File: config.mk
export PLATFORM = sky130hd
export DESIGN_NAME = branch_compare_pipe_flat
export DESIGN_NICKNAME = d
export VERILOG_FILES = /design/src/rtl/branch_compare_if.sv /design/src/rtl/branch_compare_pipe.sv /design/src/flat_wrapper.sv
export SDC_FILE = /design/constraint.sdc
export NUM_CORES = 1
export LEC_CHECK = 0
export BUFFER_PORTS_ARGS = -buffer_cell sky130_fd_sc_hd__buf_2
export CAP_MARGIN = 10
export CORE_MARGIN = 10
export CORE_UTILIZATION = 40
export CTS_CLUSTER_SIZE = 16
export DETAILED_ROUTE_END_ITERATION = 6
export PLACE_DENSITY = 0.82
export SYNTH_ARGS = -nofsm -noshare
export SYNTH_HDL_FRONTEND = slang
export SYNTH_SLANG_ARGS = --single-unit
File: constraint.sdc
create_clock -name clk -period 1.1 [get_ports clk]
set_input_delay 0.11 -clock clk [delete_from_list [all_inputs] [get_ports clk]]
set_output_delay 0.11 -clock clk [all_outputs]
set_load 0.1 [all_outputs]
File: src/rtl/branch_compare_if.sv
// rtl/branch_compare_if.sv - handshake bundle between the issue side and branch_compare_pipe
interface branch_compare_if #(parameter int WIDTH = 16);
    logic             in_valid;
    logic             in_ready;
    logic [WIDTH-1:0] a;
    logic [WIDTH-1:0] b;
    logic [2:0]       cond;
    logic             flush;
    logic             out_valid;
    logic             out_ready;
    logic [1:0]       rel;
    logic             taken;
    logic [15:0]      taken_cnt;

    modport master (
        output in_valid, a, b, cond, flush, out_ready,
        input  in_ready, out_valid, rel, taken, taken_cnt
    );

    modport slave (
        input  in_valid, a, b, cond, flush, out_ready,
        output in_ready, out_valid, rel, taken, taken_cnt
    );
endinterface

File: src/rtl/branch_compare_pipe.sv
// rtl/branch_compare_pipe.sv - pipelined signed/unsigned branch comparator with flush
// Optional taken-branch counter enabled by BRANCH_COMPARE_STATS_EN.
module branch_compare_pipe #(
    parameter int WIDTH  = 16,
    parameter int STAGES = 1
) (
    input logic             clk,
    input logic             rst_n,
    branch_compare_if.slave bus
);
    localparam int HALF = WIDTH / 2;

    function automatic logic [1:0] rel_of(input logic eq, input logic lt);
        return eq ? 2'b00 : (lt ? 2'b01 : 2'b10);
    endfunction

    function automatic logic taken_of(input logic [2:0] c, input logic [1:0] r);
        logic t;
        case (c)
            3'b000:         t = (r == 2'b00);
            3'b001:         t = (r != 2'b00);
            3'b010, 3'b100: t = (r == 2'b01);
            3'b011, 3'b101: t = (r != 2'b01);
            3'b110:         t = 1'b1;
            default:        t = 1'b0;
        endcase
        return t;
    endfunction

    logic       advance;
    logic       fin_valid;
    logic [1:0] fin_rel;
    logic       fin_taken;

    assign advance      = !bus.out_valid || bus.out_ready;
    assign bus.in_ready = advance && !bus.flush;

    generate
        if (STAGES == 1) begin : g_single
            logic [WIDTH-1:0] mask;
            always_comb begin
                mask            = '0;
                mask[WIDTH-1]   = !bus.cond[2];
                fin_valid       = bus.in_valid;
                fin_rel         = rel_of(bus.a == bus.b, (bus.a ^ mask) < (bus.b ^ mask));
                fin_taken       = taken_of(bus.cond, fin_rel);
            end
        end else begin : g_split
            logic            s1_valid_q, s1_valid_d;
            logic            hi_eq_q, hi_eq_d, hi_lt_q, hi_lt_d;
            logic            lo_eq_q, lo_eq_d, lo_lt_q, lo_lt_d;
            logic [2:0]      cond_q, cond_d;
            logic [HALF-1:0] hi_mask, a_hi, b_hi;
            logic [1:0]      comb_rel;
            logic            comb_taken;

            // Flipping the high-half MSB turns a signed compare into an unsigned one.
            always_comb begin
                hi_mask         = '0;
                hi_mask[HALF-1] = !bus.cond[2];
                a_hi            = bus.a[WIDTH-1:HALF] ^ hi_mask;
                b_hi            = bus.b[WIDTH-1:HALF] ^ hi_mask;
                s1_valid_d      = bus.flush ? 1'b0 : (advance ? bus.in_valid : s1_valid_q);
                hi_eq_d         = hi_eq_q;
                hi_lt_d         = hi_lt_q;
                lo_eq_d         = lo_eq_q;
                lo_lt_d         = lo_lt_q;
                cond_d          = cond_q;
                if (advance) begin
                    hi_eq_d = (a_hi == b_hi);
                    hi_lt_d = (a_hi < b_hi);
                    lo_eq_d = (bus.a[HALF-1:0] == bus.b[HALF-1:0]);
                    lo_lt_d = (bus.a[HALF-1:0] < bus.b[HALF-1:0]);
                    cond_d  = bus.cond;
                end
                comb_rel   = rel_of(hi_eq_q & lo_eq_q, hi_lt_q | (hi_eq_q & lo_lt_q));
                comb_taken = taken_of(cond_q, comb_rel);
            end

            always_ff @(posedge clk or negedge rst_n) begin
                if (!rst_n) begin
                    s1_valid_q <= 1'b0;
                    hi_eq_q    <= 1'b0;
                    hi_lt_q    <= 1'b0;
                    lo_eq_q    <= 1'b0;
                    lo_lt_q    <= 1'b0;
                    cond_q     <= 3'b000;
                end else begin
                    s1_valid_q <= s1_valid_d;
                    hi_eq_q    <= hi_eq_d;
                    hi_lt_q    <= hi_lt_d;
                    lo_eq_q    <= lo_eq_d;
                    lo_lt_q    <= lo_lt_d;
                    cond_q     <= cond_d;
                end
            end

            if (STAGES == 2) begin : g_two
                always_comb begin
                    fin_valid = s1_valid_q;
                    fin_rel   = comb_rel;
                    fin_taken = comb_taken;
                end
            end else begin : g_three
                logic       s2_valid_q, s2_valid_d;
                logic [1:0] s2_rel_q, s2_rel_d;
                logic       s2_taken_q, s2_taken_d;

                always_comb begin
                    s2_valid_d = bus.flush ? 1'b0 : (advance ? s1_valid_q : s2_valid_q);
                    s2_rel_d   = advance ? comb_rel   : s2_rel_q;
                    s2_taken_d = advance ? comb_taken : s2_taken_q;
                    fin_valid  = s2_valid_q;
                    fin_rel    = s2_rel_q;
                    fin_taken  = s2_taken_q;
                end

                always_ff @(posedge clk or negedge rst_n) begin
                    if (!rst_n) begin
                        s2_valid_q <= 1'b0;
                        s2_rel_q   <= 2'b00;
                        s2_taken_q <= 1'b0;
                    end else begin
                        s2_valid_q <= s2_valid_d;
                        s2_rel_q   <= s2_rel_d;
                        s2_taken_q <= s2_taken_d;
                    end
                end
            end
        end
    endgenerate

    logic       out_valid_q, out_valid_d;
    logic [1:0] rel_q, rel_d;
    logic       taken_q, taken_d;

    always_comb begin
        out_valid_d = bus.flush ? 1'b0 : (advance ? fin_valid : out_valid_q);
        rel_d       = advance ? fin_rel   : rel_q;
        taken_d     = advance ? fin_taken : taken_q;
    end

    always_ff @(posedge clk or negedge rst_n) begin
        if (!rst_n) begin
            out_valid_q <= 1'b0;
            rel_q       <= 2'b00;
            taken_q     <= 1'b0;
        end else begin
            out_valid_q <= out_valid_d;
            rel_q       <= rel_d;
            taken_q     <= taken_d;
        end
    end

    assign bus.out_valid = out_valid_q;
    assign bus.rel       = rel_q;
    assign bus.taken     = taken_q;

`ifdef BRANCH_COMPARE_STATS_EN
    logic [15:0] cnt_q, cnt_d;

    // A flushed result is dropped, so it never counts as consumed.
    always_comb begin
        cnt_d = cnt_q;
        if (out_valid_q && bus.out_ready && !bus.flush && taken_q)
            cnt_d = cnt_q + 16'd1;
    end

    always_ff @(posedge clk or negedge rst_n) begin
        if (!rst_n) cnt_q <= 16'h0000;
        else        cnt_q <= cnt_d;
    end

    assign bus.taken_cnt = cnt_q;
`else
    assign bus.taken_cnt = 16'h0000;
`endif
endmodule

File: src/flat_wrapper.sv
// flat-port wrapper written by rule: the top's interface ports become plain ports
module branch_compare_pipe_flat 
#(
    parameter int WIDTH  = 16,
    parameter int STAGES = 1
)
  (clk, rst_n, bus_in_valid, bus_a, bus_b, bus_cond, bus_flush, bus_out_ready, bus_in_ready, bus_out_valid, bus_rel, bus_taken, bus_taken_cnt);
  branch_compare_if #(.WIDTH(WIDTH)) bus_i ();
  input logic clk;
  input logic rst_n;
  input wire logic [$bits(bus_i.in_valid)-1:0] bus_in_valid;
  input wire logic [$bits(bus_i.a)-1:0] bus_a;
  input wire logic [$bits(bus_i.b)-1:0] bus_b;
  input wire logic [$bits(bus_i.cond)-1:0] bus_cond;
  input wire logic [$bits(bus_i.flush)-1:0] bus_flush;
  input wire logic [$bits(bus_i.out_ready)-1:0] bus_out_ready;
  output wire logic [$bits(bus_i.in_ready)-1:0] bus_in_ready;
  output wire logic [$bits(bus_i.out_valid)-1:0] bus_out_valid;
  output wire logic [$bits(bus_i.rel)-1:0] bus_rel;
  output wire logic [$bits(bus_i.taken)-1:0] bus_taken;
  output wire logic [$bits(bus_i.taken_cnt)-1:0] bus_taken_cnt;
  assign bus_i.in_valid = bus_in_valid;
  assign bus_i.a = bus_a;
  assign bus_i.b = bus_b;
  assign bus_i.cond = bus_cond;
  assign bus_i.flush = bus_flush;
  assign bus_i.out_ready = bus_out_ready;
  assign bus_in_ready = bus_i.in_ready;
  assign bus_out_valid = bus_i.out_valid;
  assign bus_rel = bus_i.rel;
  assign bus_taken = bus_i.taken;
  assign bus_taken_cnt = bus_i.taken_cnt;
  branch_compare_pipe #(.WIDTH(WIDTH), .STAGES(STAGES)) u_core (.clk(clk), .rst_n(rst_n), .bus(bus_i));
endmodule
==> reports/summary.txt <==
Run status - finished, violations left
Violated checks - setup timing
Detailed Route WL - 3130 um
Slowest-stage cell, CP - o311a_1
Yosys cell types - 31
Flops & latches, synth - 4
Arrival @ worst endpoint - 1.56 ns
Leakage dissipation - 0.766 nW
DR DRC count - 0
Max Slew Vio Count - 0
Share of layout cells above drive strength 1 - 0.643
CTS root buffer - clkbuf_4
Area of the multi-input gates - 826 um2
Total grt overflow - 0
CTS tree - done
Worst path cell trace - buf_6 -> inv_4 -> ha_4 -> nand4_1 -> nor4_4 -> nand2_1 -> xnor2_1 -> o311a_1 -> a21oi_1
Diode count - 0
Max Cap Viol - 0
Worst Setup Start Kind - primary input
CORE AREA - 1940 um2
Worst Path Max Fanout - 2
Minimum clock period after layout - 1.39 ns
Dominant cells by area after synthesis - ha_1 23%, buf_4 15%, dfrtp_1 13%
Worst hold-check path type - in -> reg
Non-Filler Cell Area, Final - 1610 um2
CTS Buf Count - 3
Pre-CTS setup slack - -0.652 ns
Die X - 64.7 um
First-pass GRT wire length - 4730 um
Tot Pwr - 1.42 mW
Clk_skew - 0.00286 ns
Initial Utilization - 0.412
Final GP Congestion - 0.778
Clk pin slew, worst setup/hold paths - 0.04 ns
P per Cell Area - 879 nW/um2
Routed WL per cell - 16.1 um
Vias in the first global route - 1099
CTS Sinks - 4
Post-route worst setup slack - -0.291 ns
Initial antenna violation count - 0
Critical path class - in -> reg
DP Wirelength - 2360 um
Synth Warn # - 0
P&R area growth vs syn - 101%
Max VDD drop - 0.000915 V
Crit share post-route - 1.26
Largest net degree at the start of global routing - 5
Top cell type by total area after synthesis - ha_1
Nets - 224
Critical path capture point type - flop
Peak Freq - 0.719 GHz
Worst-skew pair later-pin latency - 0.24 ns
H-tree levels - 1
Via count - 946
# fillers - 110
PortBufs - 44
Fin. Hold Viols - 0
Cell area after synthesis - 801 um2
Top Ports - 61
Routed vias/inst - 4.85
Setup-failing EPs final - 5
Router iterations before antenna repair - 4
Post-DP Area - 1290 um2
Worst path required time - 1.27 ns
CP peak stage delay - 0.30 ns
Synth top area share - 0.234
Sequential element share of the synthesized area - 0.125
Clock Tree Buf Depth - 2
Sequential cell area - 104 um2
Die height - 64.7 um
Antenna viol nets, final - 0
Initial DRC count - 11
Most common cell after layout, fill and taps aside - buf_2
Most frequent cells in the layout - 23 x buf_2, 20 x buf_6, 16 x conb_1
Post-synthesis cell count - 104
Row cnt - 16
RSZ-0062 raised after global routing - yes
Global Route Usage Sum - 0.136
Post-Syn Area per Cell - 7.70 um2
Die area - 4190 um2
[final timing paths]
check	startpoint	to	slack, ns	depth (start not counted)
worst max register to register	u_core.bus.out_valid	u_core.bus.taken	0.04	4
min in group asynchronous	rst_n	u_core.bus.out_valid	0.20	2
worst min-delay path	bus_flush	u_core.bus.out_valid	0.07	2
worst max-delay path	bus_b[7]	u_core.bus.taken	-0.29	9
max in group asynchronous	rst_n	u_core.bus.out_valid	0.77	2
worst min register to register	u_core.bus.rel[1]	u_core.bus.rel[1]	0.57	2
[report_power, final]
| part | internal (mW) | switching [mW] | leakage (nW) |
|---|---|---|---|
| Combinational | 0.370 | 0.649 | 0.705 |
| Sequential | 0.168 | 0.0204 | 0.0465 |
| Clock | 0.137 | 0.0734 | 0.0150 |
| Total | 0.675 | 0.742 | 0.766 |
[layer usage]
metal / wire, um / vias to the layer above / track usage
li1: - / 458 / -
met1: 1150 / 434 / 0.123
met2: 1710 / 42 / 0.286
met3: 154 / 12 / 0.0361
met4: 115 / 0 / 0.0348
met5: 0 / - / 0
[state kept, by name (all words and copies together), names as in the netlist]
| name | flops |
|---|---|
| u_core.bus.rel | 2 |
| u_core.bus.out_valid | 1 |
| u_core.bus.taken | 1 |
[layout make-up]
type | count | share of cell area
timing repair buffer | 61 | 0.335
sequential | 4 | 0.0644
clock buffer | 4 | 0.0163
multi-input combinational | 83 | 0.512
inverter | 16 | 0.0512
tap | 27 | 0.0209
[worst max-delay path: cells and delay by family]
kind	cells	cell delay [ns]
adders and majority gates	1	0.26
AOI/OAI and AO/OA	2	0.42
and+or+nand+nor	3	0.53
buffers and inverters	2	0.11
xor gates and xnor gates	1	0.14
[Yosys cell counts, drive strengths merged]
master and instances:
nand3 4, o21ai 6, nor3b 1, or2 1
o31ai 1, a21oi 7, nand4 2, nand2 5
nand2b 2, a21o 1, ha 15, xnor2 1
buf 16, a22oi 1, and4 2, and3b 1
nor3 1, a221oi 1, or3 1, nor2b 1
a31oi 1, inv 16, conb 1, o311a 1
nor2 8, xor2 2, nor4 1, dfrtp 4
[logic make-up (layout without fill, tap and decap cells)]
family,Yosys count,count (layout),share of synthesized area
buffers and inverters,32,81,0.225
and+or+nand+nor,30,30,0.214
AOI/OAI and AO/OA,19,19,0.155
adders and majority gates,15,15,0.234
DFF,4,4,0.125
xor gates and xnor gates,3,3,0.0422
other,1,16,0.00468
[repair_timing]
item / in CTS / in global routing
setup buffers: 7 / 1
hold buffers: 1 / 0
gates resized for setup: 30 / 17
setup endpoints to repair: 4 / 5
endpoints found under the hold margin: 4 / 0
pin swaps: 17 / 14
[per-stage QoR]
stage               cells  setup TNS (ns)  hold slack [ns]   util
floorplan             119          -0.927           -0.186      -
global placement      183           -1.49          -0.0814  0.664
detailed placement    183           -1.68          -0.0816  0.664
CTS                   194          -0.740           0.0607  0.780
global route          195           -1.02           0.0618  0.831
finish                195          -0.759           0.0687  0.831
No activity file was read; power rests on OpenSTA's default activity.
